### config.mk
export PLATFORM = sky130hd
export DESIGN_NAME = bal_mac_sched_flat
export DESIGN_NICKNAME = d
export VERILOG_FILES = /design/src/rtl/bal_pkg.sv /design/src/rtl/bal_mac_sched_if.sv /design/src/rtl/bal_mult.sv /design/src/rtl/bal_mac_sched.sv /design/src/flat_wrapper.sv
export SDC_FILE = /design/constraint.sdc
export NUM_CORES = 1
export LEC_CHECK = 0
export BUFFER_PORTS_ARGS = -buffer_cell sky130_fd_sc_hd__buf_2
export CAP_MARGIN = 10
export CORE_ASPECT_RATIO = 0.8
export CORE_MARGIN = 4
export CORE_UTILIZATION = 40
export DETAILED_ROUTE_END_ITERATION = 7
export PLACE_DENSITY = 0.59
export SYNTH_ARGS = -nofsm -noshare
export SYNTH_HDL_FRONTEND = slang
export SYNTH_SLANG_ARGS = --single-unit
### constraint.sdc
create_clock -name clk -period 5.75 [get_ports clk]
set_input_delay 0.2875 -clock clk [delete_from_list [all_inputs] [get_ports clk]]
set_output_delay 0.2875 -clock clk [all_outputs]
set_load 0.1 [all_outputs]
### src/rtl/bal_pkg.sv
// Shared types and constants for the balance MAC scheduler.
package bal_pkg;

  localparam int PTCH_W  = 10;
  localparam int SS_W    = 8;
  localparam int STEER_W = 12;
  localparam int PID_W   = 12;
  localparam int P_W     = 15;

  // Shared multiplier geometry: signed 13 x signed 10 -> 23.
  localparam int A_W    = 13;
  localparam int B_W    = 10;
  localparam int PROD_W = A_W + B_W;

  localparam int P_COEFF     = 9;
  localparam int STEER_NUM   = 3;
  localparam int SS_SHIFT    = 8;
  localparam int STEER_SHIFT = 4;

  typedef enum logic [2:0] {
    IDLE    = 3'd0,
    MUL_P   = 3'd1,
    MUL_SS  = 3'd2,
    MUL_STR = 3'd3,
    DONE    = 3'd4
  } bal_state_t;

  // Small positive constant presented on the multiplier B port.
  function automatic logic signed [B_W-1:0] coeff_b(input int k);
    return B_W'(k);
  endfunction

endpackage

### src/rtl/bal_mac_sched_if.sv
// Sample/result bundle between the balance controller and the MAC scheduler.
interface bal_mac_sched_if;
  import bal_pkg::*;

  logic                      vld;
  logic signed [PTCH_W-1:0]  ptch_err_sat;
  logic        [SS_W-1:0]    ss_tmr;
  logic signed [STEER_W-1:0] steer_sat;
  logic signed [PID_W-1:0]   PID_cntrl;

  logic signed [P_W-1:0]     P_term;
  logic signed [PID_W-1:0]   PID_ss;
  logic signed [STEER_W-1:0] steer_scaled;
  logic                      done;
  logic                      busy;
  logic                      overrun;

  modport master (
    output vld, ptch_err_sat, ss_tmr, steer_sat, PID_cntrl,
    input  P_term, PID_ss, steer_scaled, done, busy, overrun
  );

  modport slave (
    input  vld, ptch_err_sat, ss_tmr, steer_sat, PID_cntrl,
    output P_term, PID_ss, steer_scaled, done, busy, overrun
  );

endinterface

### src/rtl/bal_mult.sv
// The one shared signed multiplier; purely combinational.
module bal_mult
  import bal_pkg::*;
(
  input  logic signed [A_W-1:0]    a,
  input  logic signed [B_W-1:0]    b,
  output logic signed [PROD_W-1:0] p
);

  // Both operands widened to the product width before multiplying so the
  // full 23-bit signed result is kept.
  assign p = PROD_W'(a) * PROD_W'(b);

endmodule

### src/rtl/bal_mac_sched.sv
// Time-multiplexed MAC scheduler: one multiplier serves the pitch P term,
// the soft-start PID scaling and the steering scaling in turn.
//
// state   | meaning
// --------+----------------------------------------------------------
// IDLE    | waiting for vld or a pending request
// MUL_P   | multiplier computes ptch_err_sat * 9
// MUL_SS  | multiplier computes PID_cntrl * ss_tmr; P_term updates
// MUL_STR | multiplier computes steer_sat * 3; PID_ss updates
// DONE    | steer_scaled updates; done pulses in the following cycle
module bal_mac_sched
  import bal_pkg::*;
(
  input  logic           clk,
  input  logic           rst_n,
  bal_mac_sched_if.slave bus
);

  bal_state_t state, state_nxt;
  logic       busy_c;
  logic       start;

  logic signed [PTCH_W-1:0]  ptch_op,  ptch_sh;
  logic        [SS_W-1:0]    ss_op,    ss_sh;
  logic signed [STEER_W-1:0] steer_op, steer_sh;
  logic                      pend;
  logic                      overrun_r;

  logic signed [A_W-1:0]     mul_a;
  logic signed [B_W-1:0]     mul_b;
  logic signed [PROD_W-1:0]  mul_p;
  logic signed [PROD_W-1:0]  prod_r;

  logic signed [P_W-1:0]     p_term_r;
  logic signed [PID_W-1:0]   pid_ss_r;
  logic signed [STEER_W-1:0] steer_r;
  logic                      done_r;

  // Product bits above bit 19 are never needed: the operand ranges keep
  // every result inside the slices taken below.
  logic unused_prod_hi;
  assign unused_prod_hi = ^prod_r[PROD_W-1:SS_SHIFT+PID_W];

  assign start = (state == IDLE) && (bus.vld || pend);

  // State register.
  always_ff @(posedge clk or negedge rst_n) begin
    if (!rst_n) state <= IDLE;
    else        state <= state_nxt;
  end

  // Next-state and busy decode.
  always_comb begin
    state_nxt = state;
    busy_c    = 1'b1;
    unique case (state)
      IDLE: begin
        busy_c = 1'b0;
        if (bus.vld || pend) state_nxt = MUL_P;
      end
      MUL_P:   state_nxt = MUL_SS;
      MUL_SS:  state_nxt = MUL_STR;
      MUL_STR: state_nxt = DONE;
      DONE:    state_nxt = IDLE;
      default: state_nxt = IDLE;
    endcase
  end

  // Operand latch, one-deep pending shadow and sticky overrun.
  always_ff @(posedge clk or negedge rst_n) begin
    if (!rst_n) begin
      ptch_op   <= '0;
      ss_op     <= '0;
      steer_op  <= '0;
      ptch_sh   <= '0;
      ss_sh     <= '0;
      steer_sh  <= '0;
      pend      <= 1'b0;
      overrun_r <= 1'b0;
    end else if (start) begin
      if (pend) begin
        // Shadow is consumed; a vld on this same edge refills it.
        ptch_op  <= ptch_sh;
        ss_op    <= ss_sh;
        steer_op <= steer_sh;
        pend     <= bus.vld;
        if (bus.vld) begin
          ptch_sh  <= bus.ptch_err_sat;
          ss_sh    <= bus.ss_tmr;
          steer_sh <= bus.steer_sat;
        end
      end else begin
        ptch_op  <= bus.ptch_err_sat;
        ss_op    <= bus.ss_tmr;
        steer_op <= bus.steer_sat;
      end
    end else if (bus.vld) begin
      // Not starting while vld is high means a pass is in flight.
      if (pend) begin
        overrun_r <= 1'b1;
      end else begin
        pend     <= 1'b1;
        ptch_sh  <= bus.ptch_err_sat;
        ss_sh    <= bus.ss_tmr;
        steer_sh <= bus.steer_sat;
      end
    end
  end

  // Operand muxes in front of the shared multiplier.
  always_comb begin
    mul_a = '0;
    mul_b = '0;
    unique case (state)
      MUL_P: begin
        mul_a = {{(A_W-PTCH_W){ptch_op[PTCH_W-1]}}, ptch_op};
        mul_b = coeff_b(P_COEFF);
      end
      MUL_SS: begin
        mul_a = {{(A_W-PID_W){bus.PID_cntrl[PID_W-1]}}, bus.PID_cntrl};
        mul_b = {{(B_W-SS_W){1'b0}}, ss_op};
      end
      MUL_STR: begin
        mul_a = {{(A_W-STEER_W){steer_op[STEER_W-1]}}, steer_op};
        mul_b = coeff_b(STEER_NUM);
      end
      default: begin
        mul_a = '0;
        mul_b = '0;
      end
    endcase
  end

  bal_mult u_mult (
    .a (mul_a),
    .b (mul_b),
    .p (mul_p)
  );

  // Product register and staggered result loads; each result lands one
  // state after its multiply so the multiplier path ends at a flop.
  always_ff @(posedge clk or negedge rst_n) begin
    if (!rst_n) begin
      prod_r   <= '0;
      p_term_r <= '0;
      pid_ss_r <= '0;
      steer_r  <= '0;
      done_r   <= 1'b0;
    end else begin
      done_r <= (state == DONE);
      if (state == MUL_P || state == MUL_SS || state == MUL_STR)
        prod_r <= mul_p;
      unique case (state)
        MUL_SS:  p_term_r <= prod_r[P_W-1:0];
        MUL_STR: pid_ss_r <= prod_r[SS_SHIFT+PID_W-1:SS_SHIFT];
        // Taking bits [15:4] is the arithmetic floor shift by 4.
        DONE:    steer_r  <= prod_r[STEER_SHIFT+STEER_W-1:STEER_SHIFT];
        default: ;
      endcase
    end
  end

  assign bus.P_term       = p_term_r;
  assign bus.PID_ss       = pid_ss_r;
  assign bus.steer_scaled = steer_r;
  assign bus.done         = done_r;
  assign bus.busy         = busy_c;
  assign bus.overrun      = overrun_r;

endmodule

### src/flat_wrapper.sv
// flat-port wrapper written by rule: the top's interface ports become plain ports
module bal_mac_sched_flat import bal_pkg::*;
  (clk, rst_n, bus_vld, bus_ptch_err_sat, bus_ss_tmr, bus_steer_sat, bus_PID_cntrl, bus_P_term, bus_PID_ss, bus_steer_scaled, bus_done, bus_busy, bus_overrun);
  bal_mac_sched_if bus_i ();
  input  logic clk;
  input  logic rst_n;
  input wire logic [$bits(bus_i.vld)-1:0] bus_vld;
  input wire logic [$bits(bus_i.ptch_err_sat)-1:0] bus_ptch_err_sat;
  input wire logic [$bits(bus_i.ss_tmr)-1:0] bus_ss_tmr;
  input wire logic [$bits(bus_i.steer_sat)-1:0] bus_steer_sat;
  input wire logic [$bits(bus_i.PID_cntrl)-1:0] bus_PID_cntrl;
  output wire logic [$bits(bus_i.P_term)-1:0] bus_P_term;
  output wire logic [$bits(bus_i.PID_ss)-1:0] bus_PID_ss;
  output wire logic [$bits(bus_i.steer_scaled)-1:0] bus_steer_scaled;
  output wire logic [$bits(bus_i.done)-1:0] bus_done;
  output wire logic [$bits(bus_i.busy)-1:0] bus_busy;
  output wire logic [$bits(bus_i.overrun)-1:0] bus_overrun;
  assign bus_i.vld = bus_vld;
  assign bus_i.ptch_err_sat = bus_ptch_err_sat;
  assign bus_i.ss_tmr = bus_ss_tmr;
  assign bus_i.steer_sat = bus_steer_sat;
  assign bus_i.PID_cntrl = bus_PID_cntrl;
  assign bus_P_term = bus_i.P_term;
  assign bus_PID_ss = bus_i.PID_ss;
  assign bus_steer_scaled = bus_i.steer_scaled;
  assign bus_done = bus_i.done;
  assign bus_busy = bus_i.busy;
  assign bus_overrun = bus_i.overrun;
  bal_mac_sched u_core (.clk(clk), .rst_n(rst_n), .bus(bus_i));
endmodule
# After elaboration in Yosys (flattened, before gate mapping)
# Index checks and enable logic that the tools add are counted.
# totals
ram_bits,0
regBits,125
memories,0
elab_cells,54
romBits,0
latchBits,0
in_bits,45
# op_classes
div,0
reduce_logical,8
shifts,0
mux,23
eq_ne,7
bitwise,1
n_addsub,0
n_lt_le_gt_ge,0
mul,1
# op_table
op,count
two-way mux 12 bit,5
two-way mux 10 bit,5
two-way mux 8 bit,5
one-hot mux 13 bit (3 select lines),1
one-hot mux 8 bit (3 select lines),1
multiplier 13 x 9 -> 20 bit,1
one-hot mux 3 bit (4 select lines),1
equality test 3 x 2 -> 1 bit (second input constant),2
inequality test 2 bit (second input constant),3
AND reduction 3 bit,2
two-way mux 1 bit,4
equality test 3 x 1 -> 1 bit (second input constant),1
equality test 3 bit (second input constant),1
logical NOT 3 bit,1
logical OR 1 bit,3
two-way mux 3 bit,1
nonzero test 2 bit,1
logical AND 1 bit,1
inverter 1 bit,1

# Longest topological paths before layout
# Gate-level depths: netlist of run 1.
# logic_depth
depth_word,4
mapped_depth,22
mapped_depth_nobuf,20

# Hierarchy
# From an unflattened synthesis of run 1, not the netlist that was laid out.
# unflattened
cells_unflattened,957
area_unflattened_um2,10478.8
# by_module_without_submodules
mod,area_per_inst_um2,cells_each,instances
bal_mac_sched,5403.9,366,1
bal_mult,5074.9,591,1

# Worst setup path before layout of run 1
# Ideal clock, no wire load.
# synth_path
path_type,register -> register
start,register u_core.state[0]
end,register u_core.prod_r[15]
t_required_ns,5.629
path_stages_with_launch,22
t_arrival_ns,4.880
n_path_buf,2
setup_slack_ns,0.749
cell_sequence,dfrtp_1 > buf_6 > mux2_2 > a22oi_1 > or2_2 > clkbuf_1 > inv_1 > nand2_1 > fa_1 > inv_1 > fa_1 > inv_1 > fa_1 > fa_1 > inv_1 > ha_1 > a21o_1 > a21oi_2 > a21oi_2 > o41ai_4 > xor2_1 > o21ai_1
# synth_between
elab_chain_len,3
# synth_rtl
item,line_no,text
from (decl),bal_mac_sched.sv:19,"bal_state_t state, state_nxt;"
from (signal assigned),bal_mac_sched.sv:49,else state <= state_nxt;
equality test 3 x 2 -> 1 bit / equality test 3 x 1 -> 1 bit (equally long branches),"bal_mac_sched.sv:114, bal_mac_sched.sv:151",
"one-hot mux 13 bit (3 select lines), or another cell as far along",bal_mac_sched.sv:114,unique case (state)
multiplier 13 x 9 -> 20 bit / logical OR 1 bit (equally long branches),"bal_mult.sv:12, bal_mac_sched.sv:151",
to (signal assigned),bal_mac_sched.sv:152,prod_r <= mul_p;
to (decl),bal_mac_sched.sv:32,logic signed [PROD_W-1:0] prod_r;
# Parallel ways exist; a longest one is shown, timed or not.
# A chain may end at the register's enable or synchronous reset.

# Worst setup path after layout of run 1
# layout_path
start,register u_core.state[0]
end,register u_core.prod_r[18]
# Same word-level chain as after synthesis.

==> flow_summary.yaml, run 1 <==
synthesis:
  yosys.area_share.simple: 0.1270
  synth_cell_types: 50
  synth_area_um2: 8827
  avgSynthCellArea_um2: 9.974
  synth_compound_area_frac: 0.07442
  muxShareOfSynthArea: 0.1220
  synth_top_family_by_area: "adder cells"
  synthArstFlopShare: 1.000
  ys_seq_area_frac: 0.3544
  ys.flop_type: "dfrtp_1"
  yosysWarnings: 0
  synthAdderAreaFrac: 0.2288
  ys_ff_latch: 125
  yosys.area_share.xor_xnor: 0.01502
  synth_nets: 1045
  synthCells: 885
  synth_edf_count: 0
sta:
  period_needed_ps: 5470
  tns_ps: 0
  setup_violations: 0
  max_freq_ghz: 0.1828
  post-route-period-util: 0.9514
  worst-slew-pin-transition_ps: 972.9
  rsz0062_at_grt: "no"
  hold_viol_final: 17
  fin_hold_ws_ps: -11.32
  finClkSkew_ps: 6.993
  drv_slew: 0
  slew_headroom: 0.3514
detailed_routing:
  avgRoutedWirePerCell_um: 14.76
  drt_first_iter_violations: 218
  drt-total-wl_mm: 18.51
  ant_nets: 0
  route.detailed.drc: 0
  vias_per_cell: 4.947
  vias: 6204
  drtPass1Iterations: 4
floorplanning:
  die-height_um: 140.9
  rows: 48
  die_x_um: 174.1
  die_area_um2: 24520
  initial_core_util: 0.4083
  io_pins: 87
  core_area_um2: 21620
clocking:
  clkSinkCount: 125
  cts_max_path_buffers: 2
  cts_made_buffers: 17
  cts-htree-levels: 4
  clk_pin_slew_ps: 60
  cts-root-buf: "clkbuf_16"
  hold_buffers: 0
  insertion_delay_ps: 420
  cts_tree: "built"
critical_path:
  reg2reg_depth: 20
  path_class: "flip-flop to flip-flop"
  crit_required_ps: 6070
  critPathLaunchType: "flip-flop"
  arrival_ps: 5790
  worstPathMaxFanout: 12
  end_kind: "flip-flop"
outcome:
  violations: "hold timing"
  status: "complete, but fails checks"
grt:
  grt_pass1_wl_mm: 32.69
  grt_pass1_vias: 6505
  gr-total-overflow: 0
  grt_usage: 0.1636
  grt_antenna_before_repair: 0
  grt_max_degree: 69
placement:
  portBuffers: 86
  gp_routability_congestion: 0.8665
  dp_hpwl_mm: 14.12
final_layout:
  diodes: 0
  layout_common_cells: "dfrtp_1, inv_1, nand2_1"
  drive_above_1_share: 0.2308
  areaGrowthSynthToFinish_pct: 14.93
  final_common_cell: "dfrtp_1"
  finalNetCount: 1128
min_path:
  hold_path_class: "input pin to asynchronous set/reset pin"
job:
  drv_cap: 0
## Yosys cell counts, drive strengths merged, types with 8 or more instances
| cell type | count | area share |
|---|---|---|
| a21o | 10 | 0.0085 |
| a21oi | 53 | 0.031 |
| buf | 26 | 0.020 |
| clkbuf | 16 | 0.0068 |
| dfrtp | 125 | 0.35 |
| fa | 76 | 0.17 |
| ha | 39 | 0.055 |
| inv | 121 | 0.051 |
| mux2 | 69 | 0.088 |
| mux2i | 30 | 0.034 |
| nand2 | 112 | 0.048 |
| nand3 | 10 | 0.0057 |
| nor2 | 98 | 0.042 |
| nor3 | 8 | 0.0045 |
| o21ai | 14 | 0.0079 |
| or2 | 11 | 0.0078 |
## flip-flops by register name, indices dropped and copies added, names as in the netlist
| signal | flops |
|---|---|
| u_core.prod_r | 20 |
| u_core.bus.P_term | 15 |
| u_core.bus.PID_ss | 12 |
| u_core.bus.steer_scaled | 12 |
| u_core.steer_op | 12 |
| u_core.steer_sh | 12 |
| u_core.ptch_op | 10 |
| u_core.ptch_sh | 10 |
| u_core.ss_op | 8 |
| u_core.ss_sh | 8 |
| u_core.state | 3 |
| u_core.bus.done | 1 |
| u_core.bus.overrun | 1 |
| u_core.pend | 1 |
## metal layers
layer  GRT usage  routed length [um]  vias to the layer above
li1            -                   -                     3007
met1      0.2269                8661                     3085
met2      0.2658                8818                       99
met3     0.03324                 819                       13
met4     0.04165                 214                        0
met5           0                   0                        -
## stage by stage
stage / utilization / worst slack, ps / std cells / hold WS (ps) / cell area [um2]
floorplan: - / 749.3 / 885 / -8.091 / 8827
global placement: 0.4398 / 218.8 / 1222 / 453.3 / 9508
detailed placement: 0.4398 / 227.1 / 1222 / 454.4 / 9508
CTS: 0.4671 / 153.6 / 1252 / 26.96 / 10100
global route: 0.4692 / 3.936 / 1254 / 77.46 / 10140
finish: 0.4692 / 279.6 / 1254 / -11.32 / 10140
## repair_timing
item | CTS | global route
setup buffers | 0 | 1
endpoints found under the setup margin | 0 | 7
resized for setup | 0 | 7
## worst max-delay path, stage by stage, from the launching register on
cell      delay (ps)
dfrtp_2          490
buf_4            190
nor2b_1          210
buf_4            190
nand2_1           80
a21oi_1          290
nand2_1          120
fa_1             490
inv_1             50
fa_1             510
inv_1             60
fa_1             480
fa_1             480
inv_1             40
ha_1             350
o211ai_1         220
a21oi_1          120
o211ai_1         370
a211oi_2         150
o31a_1           260
o31ai_1          220
## path summary, 6_finish.rpt
| check | end | slack [ps] | from |
|---|---|---|---|
| worst max-delay path | u_core.prod_r[18]$_DFFE_PN0P_ | 280 | u_core.state[0]$_DFFE_PN0P_ |
| min in group clk | u_core.ptch_sh[2]$_DFFE_PN0P_ | 110 | bus_ptch_err_sat[2] |
| worst min register to register | u_core.bus.overrun$_DFFE_PN0P_ | 470 | u_core.bus.overrun$_DFFE_PN0P_ |
| max in group asynchronous | u_core.state[1]$_DFFE_PN0P_ | 4450 | rst_n |
| worst min-delay path | u_core.bus.steer_scaled[2]$_DFFE_PN0P_ | -10 | rst_n |
| worst max register to register | u_core.prod_r[18]$_DFFE_PN0P_ | 280 | u_core.state[0]$_DFFE_PN0P_ |
## cells by family (layout without fill, tap and decap cells)
group,after synthesis,count (layout)
simple gates,265,265
buf+inv,163,257
flops,125,125
fa+ha+maj,116,116
compound gates,105,105
mux,99,99
xor+xnor,12,12
## layout make-up
class / count / area [um2]
clock buffers: 23 / 478.0
clock inverters: 7 / 112.6
fillers: 2072 / 11480
inverters: 121 / 454.2
multi-input cells: 597 / 5029
flip-flops and latches: 125 / 3132
well taps: 275 / 344.1
repair buffers: 106 / 595.6
Power of run 1 is left out: the tool's default activity adds up to more than one toggle a clock period on the data nets, which glitch-free logic cannot reach.
==> run 2: changes to the inputs <==
--- a/config.mk
+++ b/config.mk
@@ -11,7 +11,7 @@
 export CORE_MARGIN = 4
 export CORE_UTILIZATION = 40
 export DETAILED_ROUTE_END_ITERATION = 7
-export PLACE_DENSITY = 0.59
+export PLACE_DENSITY = 0.61
 export SYNTH_ARGS = -nofsm -noshare
 export SYNTH_HDL_FRONTEND = slang
 export SYNTH_SLANG_ARGS = --single-unit
==> constraint.sdc (replaced) <==
create_clock -name clk -period 4.7 [get_ports clk]
set_input_delay 0.235 -clock clk [delete_from_list [all_inputs] [get_ports clk]]
set_output_delay 0.235 -clock clk [all_outputs]
set_load 0.1 [all_outputs]
==> run 2 against run 1 <==
The run ends with setup timing left. Routed wire length rose by 8.2%. Sequential share of layout area fell by 3.4 points. Non-clock buffer count rose by 106. First-iteration DRC count rose by 79%. Highest routed layer unchanged.
==> flow_summary.yaml, run 2 (same netlist as run 1, synthesis figures left out) <==
outcome:
  status: "complete, but fails checks"
  violations: "setup timing"
critical_path:
  ff2ff_setup_slack_ps: -250
  end_kind: "flip-flop"
  reg2reg_depth: 21
  arrival_ps: 5280
  worstPathMaxFanout: 6
  r2r_end: "u_core.prod_r[18]$_DFFE_PN0P_"
  crit_required_ps: 5030
  path_class: "flip-flop to flip-flop"
  critPathLaunchType: "flip-flop"
  worstReg2RegStart: "u_core.state[0]$_DFFE_PN0P_"
detailed_routing:
  vias_per_cell: 4.872
  ant_nets: 0
  avgRoutedWirePerCell_um: 14.71
  route.detailed.drc: 0
  drt-total-wl_mm: 20.04
  drtPass1Iterations: 4
  vias: 6636
  drt_first_iter_violations: 390
final_layout:
  finalNonFillerCells: 1362
  regMostFlops: "u_core.prod_r"
  areaGrowthSynthToFinish_pct: 29.30
  final_common_cell: "dfrtp_1"
  drive_above_1_share: 0.3818
  layout_common_cells: "dfrtp_1, buf_4, inv_1"
  seq_area_um2: 3132
  largest_reg_flops: 20
  fillCellCount: 1945
  finalNetCount: 1234
  diodes: 0
  multiInputGateArea_um2: 5460
floorplanning:
  rows: 48
  die-height_um: 140.9
  core_area_um2: 21620
  io_pins: 87
  die_x_um: 174.1
  initial_core_util: 0.4083
  die_area_um2: 24520
grt:
  grt_pass1_wl_mm: 34.59
  grt_max_degree: 61
  grt_usage: 0.1743
  grt_antenna_before_repair: 0
  gr-total-overflow: 0
  grt_pass1_vias: 6861
sta:
  worst-slew-pin-transition_ps: 999.1
  hold_viol_final: 0
  period_needed_ps: 4946
  rsz0062_at_grt: "yes"
  post-route-period-util: 1.052
  fin_ws_ps: -246.1
  max_freq_ghz: 0.2022
  setup_violations: 8
  drv_slew: 0
  slew_headroom: 0.3339
  finClkSkew_ps: 13.25
placement:
  place_inst: 1312
  dp_hpwl_mm: 15.39
  portBuffers: 86
  gp_routability_congestion: 0.8491
clocking:
  cts_max_path_buffers: 2
  clk_pin_slew_ps: 60
  clkSinkCount: 125
  cts-root-buf: "clkbuf_16"
  insertion_delay_ps: 430
  cts_made_buffers: 17
  cts_tree: "built"
  cts-htree-levels: 4
min_path:
  hold_path_class: "input pin to flip-flop"
  holdPathStages: 2
  holdPathEnd: "u_core.steer_sh[11]$_DFFE_PN0P_"
  hold_path_startpoint: "bus_steer_sat[11]"
job:
  drv_cap: 0
## run 2: changes by cell type in the layout (fill, tap and decap cells not counted), sizes merged
cell	delta
dlygate4sd3	+1
clkinv	-1
clkbuf	-1
bufinv	-1
buf	+105
clkinvlp	+5
## run 2: stage by stage
step / hold slack [ps] / worst slack, ps / cell area [um2] / util / TNS, ps
6_report: 52.39 / -246.1 / 11410 / 0.5279 / -1204
3_5_place_dp: 175.5 / -396.7 / 10290 / 0.4759 / -2563
3_3_place_gp: 175.6 / -315.7 / 10290 / 0.4759 / -1942
5_1_grt: 40.20 / -467.9 / 11410 / 0.5279 / -3232
4_1_cts: 36.78 / -187.5 / 11160 / 0.5164 / -1088
2_1_floorplan: -60.59 / -104.4 / 8961 / - / -259.1
## run 2: how the worst max path moves through the flow
stage	end	slack (ps)	cells past startpoint	from
floorplan	u_core.prod_r[15]$_DFFE_PN0P_	-100	21	u_core.state[0]$_DFFE_PN0P_
global placement	u_core.prod_r[18]$_DFFE_PN0P_	-320	20	u_core.state[1]$_DFFE_PN0P_
detailed placement	u_core.prod_r[18]$_DFFE_PN0P_	-400	18	u_core.state[0]$_DFFE_PN0P_
CTS	u_core.prod_r[15]$_DFFE_PN0P_	-190	20	u_core.state[0]$_DFFE_PN0P_
global route	u_core.prod_r[18]$_DFFE_PN0P_	-470	21	u_core.state[0]$_DFFE_PN0P_
finish	u_core.prod_r[18]$_DFFE_PN0P_	-250	21	u_core.state[0]$_DFFE_PN0P_
## run 2: final cells by class
type                            instances  area share
Clock buffer                           22     0.04155
Clock inverter                         10     0.01009
Inverter                              121     0.04001
Multi-Input combinational cell        597      0.4784
Sequential cell                       125      0.2744
Tap cell                              275     0.03015
Timing Repair Buffer                  212      0.1254
## run 2: worst max-delay path, cell delays in order (launching register included)
cell and delay (ps):
dfrtp_2 450, buf_4 140, buf_6 90, mux2_2 340, nand2_2 100, a21o_1 200
buf_4 140, nor2_2 30, fa_1 450, fa_1 490, inv_1 50, fa_1 450
fa_1 490, inv_1 60, ha_4 290, o211ai_1 130, a21oi_4 160, o211ai_1 100
buf_4 170, a211oi_4 260, nor4_2 60, o31ai_1 220
## run 2: metal layers
metal,part of all wire,up-vias,track usage
met2,0.46,104,0.2749
met1,0.48,3281,0.2442
li1,-,3226,-
met3,0.040,25,0.03780
met5,0,-,0
met4,0.017,0,0.05123
## run 2: what timing repair did
action | CTS | global route
resized for setup | 50 | 50
setup buffers | 8 | 9
pin swaps | 36 | 55
setup endpoints to repair | 11 | 11
hold buffers | 1 | 0
hold endpoints to repair | 26 | 0
Power of run 2 is left out for the same reason.
